## src/rtl/hazard_ctrl.sv

```systemverilog
// Hazard and sequencing controller for a 5-stage RV32I pipeline.
// Generates load-use stalls, redirect flushes, memory-wait freezes and
// EX operand forwarding selects, and counts stall/flush cycles.
// All state updates on the falling clock edge, in step with the pipeline registers.
module hazard_ctrl #(
  parameter int MEM_TIMEOUT = 16,
  parameter int CNT_W       = 16
) (
  input  logic             clk,
  input  logic             rst,
  input  logic [31:0]      id_inst,
  input  logic [31:0]      ex_inst,
  input  logic [31:0]      mem_inst,
  input  logic [31:0]      wb_inst,
  input  logic             ex_redirect,
  input  logic             dmem_ready,
  output logic             stall_pc,
  output logic             stall_ifid,
  output logic             bubble_idex,
  output logic             flush_ifid,
  output logic             freeze,
  output logic [1:0]       fwd_a,
  output logic [1:0]       fwd_b,
  output logic             mem_timeout,
  output logic [CNT_W-1:0] stall_cnt,
  output logic [CNT_W-1:0] flush_cnt
);

  localparam int WAIT_W = $clog2(MEM_TIMEOUT + 1);

  localparam logic [6:0] OP_LOAD   = 7'b0000011;
  localparam logic [6:0] OP_STORE  = 7'b0100011;
  localparam logic [6:0] OP_BRANCH = 7'b1100011;
  localparam logic [6:0] OP_JALR   = 7'b1100111;
  localparam logic [6:0] OP_JAL    = 7'b1101111;
  localparam logic [6:0] OP_IMM    = 7'b0010011;
  localparam logic [6:0] OP_REG    = 7'b0110011;
  localparam logic [6:0] OP_LUI    = 7'b0110111;
  localparam logic [6:0] OP_AUIPC  = 7'b0010111;

  typedef enum logic [1:0] {RUN, LU_STALL, MEM_WAIT} state_t;

  state_t            state, state_nxt;
  logic [WAIT_W-1:0] wait_cnt, wait_cnt_nxt;
  logic              timeout_set;
  logic              mem_timeout_q;
  logic [CNT_W-1:0]  stall_q, flush_q;
  logic              stall_c, bubble_c, flush_c, freeze_c;
  logic [1:0]        fwd_a_c, fwd_b_c;
  logic              load_use;
  logic              mem_is_ls;

  function automatic logic uses_rs1(input logic [6:0] op);
    return (op == OP_REG) || (op == OP_IMM) || (op == OP_LOAD) || (op == OP_STORE) ||
           (op == OP_BRANCH) || (op == OP_JALR);
  endfunction

  function automatic logic uses_rs2(input logic [6:0] op);
    return (op == OP_REG) || (op == OP_STORE) || (op == OP_BRANCH);
  endfunction

  function automatic logic writes_rd(input logic [6:0] op);
    return (op == OP_REG) || (op == OP_IMM) || (op == OP_LOAD) || (op == OP_JAL) ||
           (op == OP_JALR) || (op == OP_LUI) || (op == OP_AUIPC);
  endfunction

  function automatic logic [CNT_W-1:0] sat_inc(input logic [CNT_W-1:0] v);
    return (&v) ? v : v + 1'b1;
  endfunction

  // Forward select for one EX source register; the EX/MEM stage wins over MEM/WB,
  // and a load in EX/MEM has no result yet so it cannot forward.
  function automatic logic [1:0] fwd_sel(input logic [4:0] rs, input logic used);
    logic [1:0] sel;
    sel = 2'b00;
    if (used && rs != 5'd0) begin
      if (writes_rd(mem_inst[6:0]) && mem_inst[6:0] != OP_LOAD && mem_inst[11:7] == rs)
        sel = 2'b01;
      else if (writes_rd(wb_inst[6:0]) && wb_inst[11:7] == rs)
        sel = 2'b10;
    end
    return sel;
  endfunction

  logic unused_bits;
  assign unused_bits = ^{id_inst[31:25], id_inst[14:7], ex_inst[31:25], ex_inst[14:12],
                         mem_inst[31:12], wb_inst[31:12]};

  assign mem_is_ls = (mem_inst[6:0] == OP_LOAD) || (mem_inst[6:0] == OP_STORE);

  assign load_use = (ex_inst[6:0] == OP_LOAD) && (ex_inst[11:7] != 5'd0) &&
                    ((uses_rs1(id_inst[6:0]) && id_inst[19:15] == ex_inst[11:7]) ||
                     (uses_rs2(id_inst[6:0]) && id_inst[24:20] == ex_inst[11:7]));

  assign fwd_a_c = fwd_sel(ex_inst[19:15], uses_rs1(ex_inst[6:0]));
  assign fwd_b_c = fwd_sel(ex_inst[24:20], uses_rs2(ex_inst[6:0]));

  // Next-state and control decode; memory wait beats redirect beats load-use.
  always_comb begin
    state_nxt    = state;
    wait_cnt_nxt = wait_cnt;
    stall_c      = 1'b0;
    bubble_c     = 1'b0;
    flush_c      = 1'b0;
    freeze_c     = 1'b0;
    timeout_set  = 1'b0;
    case (state)
      RUN: begin
        if (mem_is_ls && !dmem_ready) begin
          freeze_c     = 1'b1;
          wait_cnt_nxt = WAIT_W'(1);
          state_nxt    = MEM_WAIT;
        end else if (ex_redirect) begin
          flush_c  = 1'b1;
          bubble_c = 1'b1;
        end else if (load_use) begin
          stall_c   = 1'b1;
          bubble_c  = 1'b1;
          state_nxt = LU_STALL;
        end
      end
      LU_STALL: state_nxt = RUN;
      MEM_WAIT: begin
        if (dmem_ready) begin
          state_nxt = RUN;
        end else if (wait_cnt == WAIT_W'(MEM_TIMEOUT)) begin
          timeout_set = 1'b1;
          state_nxt   = RUN;
        end else begin
          freeze_c     = 1'b1;
          wait_cnt_nxt = wait_cnt + 1'b1;
        end
      end
      default: state_nxt = RUN;
    endcase
  end

  // State, wait counter, sticky timeout flag and saturating event counters.
  always_ff @(negedge clk) begin
    if (rst) begin
      state         <= RUN;
      wait_cnt      <= '0;
      mem_timeout_q <= 1'b0;
      stall_q       <= '0;
      flush_q       <= '0;
    end else begin
      state    <= state_nxt;
      wait_cnt <= wait_cnt_nxt;
      if (timeout_set)
        mem_timeout_q <= 1'b1;
      if (stall_c || freeze_c)
        stall_q <= sat_inc(stall_q);
      if (flush_c)
        flush_q <= sat_inc(flush_q);
    end
  end

  // Reset forces every output low in the same cycle it is sampled.
  assign stall_pc    = !rst && stall_c;
  assign stall_ifid  = !rst && stall_c;
  assign bubble_idex = !rst && bubble_c;
  assign flush_ifid  = !rst && flush_c;
  assign freeze      = !rst && freeze_c;
  assign fwd_a       = rst ? 2'b00 : fwd_a_c;
  assign fwd_b       = rst ? 2'b00 : fwd_b_c;
  assign mem_timeout = !rst && mem_timeout_q;
  assign stall_cnt   = rst ? '0 : stall_q;
  assign flush_cnt   = rst ? '0 : flush_q;

endmodule
```

## config.mk

```make
export PLATFORM = sky130hd
export DESIGN_NAME = hazard_ctrl
export DESIGN_NICKNAME = d
export VERILOG_FILES = /design/src/rtl/hazard_ctrl.sv
export SDC_FILE = /design/constraint.sdc
export NUM_CORES = 1
export LEC_CHECK = 0
export CORE_ASPECT_RATIO = 1.4
export CORE_MARGIN = 2
export CORE_UTILIZATION = 33
export CTS_CLUSTER_SIZE = 40
export DETAILED_ROUTE_END_ITERATION = 6
export PLACE_DENSITY = 0.77
export SLEW_MARGIN = 25
export SYNTH_ARGS = -nofsm -noshare
export SYNTH_HDL_FRONTEND = slang
export SYNTH_SLANG_ARGS = --single-unit
export TNS_END_PERCENT = 30
```

## constraint.sdc

```tcl
create_clock -name clk -period 2.1 [get_ports clk]
set_input_delay 0.21 -clock clk [delete_from_list [all_inputs] [get_ports clk]]
set_output_delay 0.21 -clock clk [all_outputs]
set_load 0.005 [all_outputs]
```

-- Word-level counts from Yosys, hierarchy flattened
Cells that the tools add are included.
- register bits after elaboration: 40
- bits of input ports: 132
- output and inout bits: 42
- logic and storage cells: 148
- $add $sub $neg: 3
- equality and inequality tests: 42
- multiplexer cells: 37
- bitwise gates (word level): 2
- reductions and logical operators: 59
- operator list (operator ; number):
    equality test 7 x 6 -> 1 bit, second input constant ; 9
    equality test 7 bit, second input constant ; 8
    equality test 7 x 5 -> 1 bit, second input constant ; 6
    adder 16 x 1 -> 16 bit, second input constant ; 2
    two-way mux 16 bit ; 2
    AND reduction 16 bit ; 2
    equality test 5 bit ; 6
    logical OR 1 bit ; 29
    equality test 7 x 2 -> 1 bit, second input constant ; 4
    two-way mux 2 bit ; 13
    logical AND 1 bit ; 17
    two-way mux 1 bit ; 16
    two-way mux 5 bit ; 3
    nonzero test 5 bit ; 3
    case mux 5 bit (2 select lines) ; 1
    inequality test 3 bit, second input constant ; 3
    inequality test 7 x 2 -> 1 bit, second input constant ; 1
    inequality test 2 bit, second input constant ; 3
    adder 5 x 1 -> 5 bit, second input constant ; 1
    equality test 5 bit, second input constant ; 1
    case mux 2 bit (2 select lines) ; 1
    AND reduction 2 bit ; 2
    AND reduction 4 bit ; 1
    AND reduction 3 bit ; 1
    other kinds (6) ; 8

-- Logic depth before layout (Yosys ltp)
Gate-level depths: netlist (run 1).
- word-level depth: 15
- mapped depth: 10
- mapped depth without buffers: 8

==> results.json, run 1 <==
{
  "first_pass_iters": 4,
  "synthCells": 342,
  "final_area_um2": 5380,
  "crit_fanout": 2,
  "place_area_um2": 4580,
  "synth_top_area_share_pct": 29.5,
  "die_h_um": 111,
  "yosysSeqAreaShare_pct": 29.5,
  "dominantRegCellSynth": "dfxtp_1",
  "nNetsFinal": 743,
  "violations": "negative setup slack",
  "crit_buf_inv": 2,
  "cts_tree": "done",
  "worstSetupEndpointType": "output pin",
  "cts.path.max_buffers": 2,
  "numCtsBuffers": 5,
  "critical-path-top-delay-family": "simple AND/OR/NAND/NOR gates",
  "cp-start-kind": "register",
  "required_ns": 1.89,
  "final.setup.tns_ns": -22.82,
  "drc": 0,
  "drive_gt1_share_pct": 48.8,
  "rsz0062_at_grt": "yes",
  "antenna_cells": 0,
  "status": "complete, but fails checks",
  "design.core.area_um2": 8050,
  "ir_drop_v": 0.000325,
  "synthTopCellsByArea": "dfxtp_1 (30%), nor2b_1 (8.1%), xnor2_1 (7.8%), xor2_1 (7.8%), nor2_1 (5.3%)",
  "critPathArrivalTime_ns": 2.77,
  "p_leak_nw": 2.48,
  "htreeDepth": 2,
  "drtIter0Drc": 99,
  "crit_slowest_cell": "dfxtp_2",
  "synth.distinct_cells": 46,
  "num_rows": 39,
  "ios": 174,
  "hold_path_class": "reg -> reg",
  "fin_ws_ns": -0.877,
  "syn_avg_cell_area_um2": 7.93,
  "root_buffer": "clkbuf_16",
  "io_buffers": 108,
  "synth_edf_count": 0,
  "crit_type": "reg -> out",
  "via_count": 3605,
  "nFillCells": 614,
  "synth_fp_nets": 478,
  "syn2layout_area_growth_pct": 98.6,
  "netlist_area_um2": 2710,
  "wl_per_cell_um": 15.6,
  "tightest_slew_ns": 0.439,
  "fin_skew_ns": 0.0399,
  "clock-sinks": 40,
  "hold_violations": 0,
  "dieArea_um2": 8970,
  "synth_seq_cells": 40,
  "slowest_delay_ns": 0.33,
  "gp_congestion": 0.883,
  "maxSlewViolCount": 0,
  "postSynth.asyncResetShare_pct": 0,
  "powerDensity_nw_per_um2": 419,
  "cap_violations": 0,
  "ys.warnings.count": 0,
  "grt_pass1_vias": 3968,
  "initial_core_util_pct": 33.7,
  "postRouteWirelength_um": 11100,
  "finalSetupViolCount": 80,
  "antenna_found_initial": 0,
  "grt_usage_pct": 24.6,
  "postCtsHoldBufs": 0,
  "place_hpwl_um": 6710,
  "relSlewSlack_pct": 70.4,
  "grt_max_degree": 22,
  "drtAntennaViolNets": 0,
  "crit_chain": "inv_2, ha_4, nor4bb_4, or2_4, a21oi_2, nor2b_1, buf_2",
  "fp.dieW_um": 80.6,
  "clk_pin_slew_ns": 0.04,
  "insertion_delay_ns": 0.39,
  "grt_pass1_wl_um": 17500,
  "vias_per_cell": 5.08,
  "grt_overflow_total": 0,
  "synth_area_leader_cell": "dfxtp_1"
}
sequential cells by signal (all words and copies together) (netlist names):
register	cells
state	2
stall_q	16
wait_cnt	5
flush_q	16
mem_timeout_q	1
stage by stage:
step | setup slack (ns) | instances | hold slack (ns) | total power [mW] | utilization (%)
after global placement | -1.38 | 634 | 0.531 | 1.25 | 56.9
after global routing | -0.922 | 710 | 0.588 | 2.42 | 66.9
after detailed placement | -1.39 | 634 | 0.549 | 1.25 | 56.9
after CTS | -0.857 | 712 | 0.539 | 2.23 | 65.0
after floorplan | -0.798 | 342 | 0.429 | 1.02 | -
final | -0.877 | 710 | 0.548 | 2.26 | 66.9
synthesized netlist by cell type (4+ instances only):
master and n:
and2_1 6, xor2_1 24, nand2_1 19, or4_1 7, a21oi_1 15, nor4_1 4
ha_1 4, nand3_1 16, dfxtp_1 40, clkbuf_1 7, nor3b_1 4, o21ai_0 8
nor2b_1 35, nor2_1 38, nor3_1 7, xnor2_1 24, or3_1 9, and3_1 7
nand3b_1 4, nand4_1 15, o21ai_1 6, inv_1 7
worst reg2reg max path, cell delays in order (launching register included):
cell and delay, ns:
dfxtp_2 0.35, nor2_4 0.06, buf_4 0.12, buf_4 0.12, buf_4 0.12, buf_4 0.12, buf_4 0.12, buf_4 0.12
buf_4 0.12, buf_4 0.12, buf_4 0.13, a21boi_4 0.13, o311a_4 0.13, and2_4 0.16, nand3_2 0.07, mux2_4 0.29
area by class of cell:
class | instances | area [µm²] | share of cell area (%)
repair buffers | 232 | 1870 | 34.7
clock inverters | 43 | 173 | 3.21
well taps | 102 | 128 | 2.37
multi-input cells | 282 | 2220 | 41.2
inverters | 6 | 22.5 | 0.418
flip-flops and latches | 40 | 848 | 15.8
clock buffers | 5 | 125 | 2.32
layout by cell type (no fill, tap or decap), types with 7 or more instances in the layout:
master	n
buf_2	41
inv_1	43
nand4_1	15
clkbuf_16	7
nor2b_4	15
a21oi_1	10
nand3_1	10
clkdlybuf4s50_1	35
nor2_1	37
buf_6	18
xor2_1	24
dfxtp_2	35
nor2b_1	20
nand2_1	17
buf_4	114
dlygate4sd2_1	15
xnor2_1	22
and3_1	7
final timing paths:
path	from	end	slack, ns	cells past startpoint
worst max-delay path	wait_cnt[1]	freeze	-0.88	7
worst min-delay path	flush_q[3]	flush_q[3]	0.55	2
worst max register to register	state[1]	flush_q[10]	-0.29	15
worst min register to register	flush_q[3]	flush_q[3]	0.55	2
power by group:
group | internal (mW) | switching (mW) | total [mW]
logic | 0.227 | 0.163 | 0.390
registers | 0.768 | 0.00241 | 0.771
clock network | 0.544 | 0.553 | 1.10
total | 1.54 | 0.719 | 2.26
cell families (layout without fill, tap and decap cells):
group / count (synthesis) / after routing / share of synthesized area [%]
mux: 5 / 5 / 2.26
fa+ha+maj: 4 / 4 / 1.85
buf+inv: 20 / 286 / 3.60
simple gates: 184 / 184 / 38.1
xor+xnor: 48 / 48 / 15.5
flops: 40 / 40 / 29.5
compound gates: 41 / 41 / 9.18
routing by layer:
layer	up-vias	track usage, %	part of all wire (%)	routed length, µm
li1	1728	-	-	-
met2	162	46.4	56	6150
met5	-	0	0	0
met4	0	15.3	5.1	567
met1	1670	22.3	33	3660
met3	45	6.11	6.2	680
repair_timing:
action	in CTS	in global routing
buffers inserted	34	5
cloned	2	0
resized for setup	329	59
setup endpoints to repair	81	81
pin swaps	58	32
(Power assumes the default switching activity.)
==> inputs of run 2 (changes only) <==
Settings changed: PLACE_DENSITY 0.77 to 0.84.
Clock period 2.1 ns to 2.6 ns, I/O delays scaled along.
==> run 2 against run 1 <==
The flow still finishes with violations (negative setup slack). Via count fell by 4.7%. Largest cell class unchanged. Clock skew fell by 0.017 ns. Clock power fell by 23%. Largest power group unchanged. Non-clock buffer count fell by 28. Critical path type unchanged. Critical endpoint unchanged. Worst hold slack got worse by 0.087 ns. Global-route usage fell by 2.8 points.
==> results.json, run 2 (synthesis results as in run 1) <==
{
  "required_ns": 2.34,
  "gp_congestion": 0.913,
  "numCtsBuffers": 5,
  "comb_power_share_pct": 16.3,
  "syn2layout_area_growth_pct": 86.1,
  "antenna_found_initial": 0,
  "fin_ws_ns": -0.648,
  "final.setup.tns_ns": -12.11,
  "final_cell_mix": "buf_4 (86), inv_1 (43), nor2_1 (37)",
  "finalSetupViolCount": 49,
  "crit_type": "reg -> out",
  "worstSetupEndpointType": "output pin",
  "worstSetupStartpoint": "wait_cnt[0]",
  "dieArea_um2": 8970,
  "grt_pass1_vias": 3637,
  "fin_skew_ns": 0.0228,
  "cap_violations": 0,
  "final_common_cell": "buf_4",
  "p_int_mw": 1.22,
  "root_buffer": "clkbuf_16",
  "switching_share_pct": 30.6,
  "regToRegStartpoint": "stall_q[0]",
  "fp.dieW_um": 80.6,
  "postRouteWirelength_um": 9750,
  "via_count": 3434,
  "cp-start-kind": "register",
  "critPathArrivalTime_ns": 2.99,
  "crit_fanout": 2,
  "tightest_slew_ns": 0.814,
  "p_sw_mw": 0.539,
  "largestRegisters": "flush_q x16, stall_q x16, wait_cnt x5",
  "powerDensity_nw_per_um2": 349,
  "io_buffers": 108,
  "wl_per_cell_um": 14.3,
  "drc": 0,
  "power_frac_clock_pct": 48.2,
  "clock-sinks": 40,
  "design.core.area_um2": 8050,
  "die_h_um": 111,
  "drtAntennaViolNets": 0,
  "drive_gt1_share_pct": 40.1,
  "rsz0062_at_grt": "yes",
  "nFillCells": 680,
  "antenna_cells": 0,
  "relSlewSlack_pct": 45.2,
  "clk_pin_slew_ns": 0.03,
  "htreeDepth": 2,
  "grt_overflow_total": 0,
  "grt_usage_pct": 21.8,
  "status": "complete, but fails checks",
  "seq_power_share_pct": 35.4,
  "drtIter0Drc": 157,
  "ios": 174,
  "cts_tree": "done",
  "nNetsFinal": 715,
  "final_util_pct": 62.7,
  "insertion_delay_ns": 0.37,
  "ir_drop_v": 0.000388,
  "cts.path.max_buffers": 2,
  "p_leak_nw": 2.29,
  "hold_violations": 0,
  "violations": "negative setup slack",
  "grt_pass1_wl_um": 15800,
  "total_power_mw": 1.76,
  "place_hpwl_um": 6560,
  "whs_ns": 0.461,
  "postCtsHoldBufs": 0,
  "initial_core_util_pct": 33.7,
  "first_pass_iters": 4,
  "vias_per_cell": 5.04,
  "maxSlewViolCount": 0,
  "grt_max_degree": 24,
  "hold_path_class": "reg -> reg",
  "num_rows": 39,
  "hp-start": "mem_timeout_q"
}
run 2: cell types whose count changed in the layout (fill, tap and decap cells not counted), sizes merged:
cell | before | now
clkinv | 2 | 0
dlygate4sd2 | 15 | 11
clkinvlp | 1 | 0
buf | 174 | 126
clkdlybuf4s15 | 5 | 11
clkbuf | 8 | 26
inv | 46 | 48
run 2: layer usage:
layer	global-route usage [%]	part of all wire [%]	routed length, µm	up-vias
met3	6.35	6.5	638	19
met1	21.0	35	3430	1596
met2	42.1	56	5470	144
li1	-	-	-	1675
met4	7.57	2.2	216	0
met5	0	0	0	-
run 2: final cells by class:
class	count	area, µm²	share of cell area [%]
clock buffer	5	125	2.48
clock inverter	42	163	3.22
sequential	40	821	16.3
timing repair buffer	204	1690	33.5
multi-input combinational	282	2090	41.5
tap	102	128	2.53
inverter	6	22.5	0.446
run 2: power by group through the flow:
stage / clock [mW] / combinational, mW / sequential, mW
final: 0.850 / 0.287 / 0.624
after floorplan: 0.0962 / 0.0896 / 0.634
after global routing: 0.952 / 0.311 / 0.623
after detailed placement: 0.0962 / 0.267 / 0.632
after CTS: 0.868 / 0.282 / 0.625
after global placement: 0.0962 / 0.259 / 0.632
run 2: critical path, cell delays in order, from the launching register on:
cell and delay (ns):
dfxtp_2 0.32, inv_2 0.03, ha_2 0.16, nor4bb_4 0.15, or2_4 0.25, a21oi_4 0.13
nor2b_2 0.16, buf_2 0.12
run 2: per-stage QoR:
stage	cells	worst slack (ns)	area [µm²]
global placement	608	-1.12	4380
floorplan	342	-0.599	2720
detailed placement	608	-1.13	4380
global route	681	-0.697	5040
finish	681	-0.648	5040
CTS	680	-0.659	5070
run 2: final timing paths:
| kind | to | cells after the start | slack (ns) |
|---|---|---|---|
| worst min register to register | mem_timeout_q | 2 | 0.46 |
| worst max-delay path | freeze | 7 | -0.65 |
| worst min-delay path | mem_timeout_q | 2 | 0.46 |
| worst max register to register | stall_q[8] | 9 | -0.01 |
run 2: timing repair:
| action | CTS | global route |
|---|---|---|
| setup buffers | 24 | 7 |
| cloned | 3 | 0 |
| gates resized for setup | 257 | 64 |
| pin swaps | 25 | 18 |
| setup endpoints to repair | 77 | 79 |
==> patch: new RTL, settings of run 2 <==
Change the parameter `MEM_TIMEOUT` from 16 to 8.
--- a/src/rtl/hazard_ctrl.sv
+++ b/src/rtl/hazard_ctrl.sv
@@ -5,3 +5,3 @@
 module hazard_ctrl #(
-  parameter int MEM_TIMEOUT = 16,
+  parameter int MEM_TIMEOUT = 8,
   parameter int CNT_W       = 16
Behaviour: not the same (Yosys sat finds a counterexample within 10 cycles, from zero or initial values and one cycle with rst high).
==> patch against run 2 <==
The run still ends with negative setup slack left. Cell area barely moved. Power rose by 4.9%. Final cell count down 2.6%. Die area down 1.6%. Wire length rose by 2.3%. Area after synthesis fell by 1.7%. Hold slack better by 0.041 ns. Via count decreased by 1.7%. Sequential power shrank 3%. Sequential cell count down 1. Worst setup slack got worse by 0.17 ns. Largest cell class unchanged.
==> patch: results (changes against run 2) <==
Worst setup path
  • Reg2reg setup slack: 0.09 ns (+0.10 ns)
  • CP arrival: 3.15 ns (+0.16 ns)
  • Reg-to-reg endpoint: stall_q[7]
  • Reg2reg path depth: 8 (-1)

STA
  • Setup slack after layout: -0.814 ns (-0.165 ns)
  • # setup viols final: 49 (unchanged)
  • Post-Route Setup TNS: -18.91 ns (-6.81 ns)
  • Worst clock skew: 0.0229 ns (+0.0000486 ns)
  • Slew headroom: 56.2% (+11 points)
  • WHS: 0.502 ns (+0.0415 ns)

Drt
  • Avg Vias per Cell: 5.09 (+0.95%)
  • Drt total wl: 9.97 mm (+2.3%)
  • Vias post-DR: 3375 (-1.7%)
  • Drt initial violations: 77 (-51%)

Placement
  • Dpl cell area: 0.00431 mm2 (-1.6%)
  • Dpl hpwl: 6.62 mm (+0.98%)
  • Dpl cells: 596 (-2.0%)
  • Routability cong.: 0.844 (-7.6%)
  • Place WS: -1.52 ns (-0.384 ns)

Global routing
  • Largest net degree at the start of global routing: 25 (+4.2%)
  • All-layer global routing usage: 21.6% (-0.18 points)
  • Vias in the first global route: 3600 (-1.0%)
  • Global-route wire length before repair: 15.2 mm (-3.8%)

Worst hold path
  • HP Start: stall_q[12]

Synthesis
  • Post-Synth Adder-Cell Area: 1.88% (+0.031 points)
  • Xor-xnor portion of the synthesized cell area: 15.4% (-0.067 points)
  • Synth top cells by count: 49 x nor2_1, 39 x dfxtp_1, 33 x nor2b_1
  • Syn nets: 473 (-1.0%)
  • Mux contribution to synthesized area: 4.60% (+2.3 points)
  • Yosys cell types: 47 (+2.2%)

Run status
  • Failing checks: negative setup slack
  • Status: finished, violations left

Cells and area
  • Final nets: 697 (-2.5%)
  • Largest regs: flush_q (16), stall_q (16), wait_cnt (4)
  • Layout cell share with drive strength beyond 1: 42.5% (+2.5 points)

Clock tree
  • Clk root buf: clkbuf_8
  • CTS resizes: 291 (+13%)

Pwr
  • Max IR drop VDD: 0.449 mV (+16%)
-- patch: cell count changes after synthesis, sizes merged, moves of 5 or more --
cell   change
o21ai      -5
and3       -6
xnor2      -6
mux2       +7
a21oi     -10
xor2       +5
nor2      +11
nor3       +9
-- patch: where the power goes --
part / switching (uW) / total, uW / internal, uW / leakage, uW
clock network: 395 / 954 / 559 / 0.000286
logic: 127 / 288 / 161 / 0.00161
registers: 2.03 / 607 / 605 / 0.000325
total: 524 / 1850 / 1320 / 0.00222
-- patch: worst max path at each step --
stage | endpoint | from
final | freeze | wait_cnt[0]
after global routing | freeze | wait_cnt[0]
after CTS | freeze | wait_cnt[1]
after detailed placement | stall_q[8] | ex_inst[2]
after global placement | stall_q[7] | ex_inst[2]
after floorplan | stall_q[6] | id_inst[3]
-- patch: per-layer routing --
metal	part of all wire, %	track usage, %
met4	3.4	13.4
met1	36	19.6
met5	0	0
met3	5.9	5.62
met2	55	41.8
-- patch: cell families (layout without fill, tap and decap cells) --
family                   Yosys count  after routing
adder cells (fa/ha/maj)            4              4
XOR/XNOR                          47             47
AO/OA/AOI/OAI                     31             32
buffers and inverters             24            248
flip-flops                        39             39
AND/OR/NAND/NOR                  181            181
multiplexers                      11             11
other                              0              1
-- patch: worst max-delay path, delay by kind of cell (launching register included) --
| family | cells | cell delay (ns) |
|---|---|---|
| simple gates | 5 | 0.73 |
| flops | 1 | 0.33 |
| buf+inv | 3 | 0.30 |
| fa+ha+maj | 1 | 0.13 |
-- patch: cell type report --
type,count,area (um2)
fillers,647,2750
multi-input cells,275,2240
repair buffers,191,1530
flip-flops and latches,39,807
clock inverters,42,236
well taps,100,125
clock buffers,5,68.8
inverters,10,37.5
diodes,1,2.50
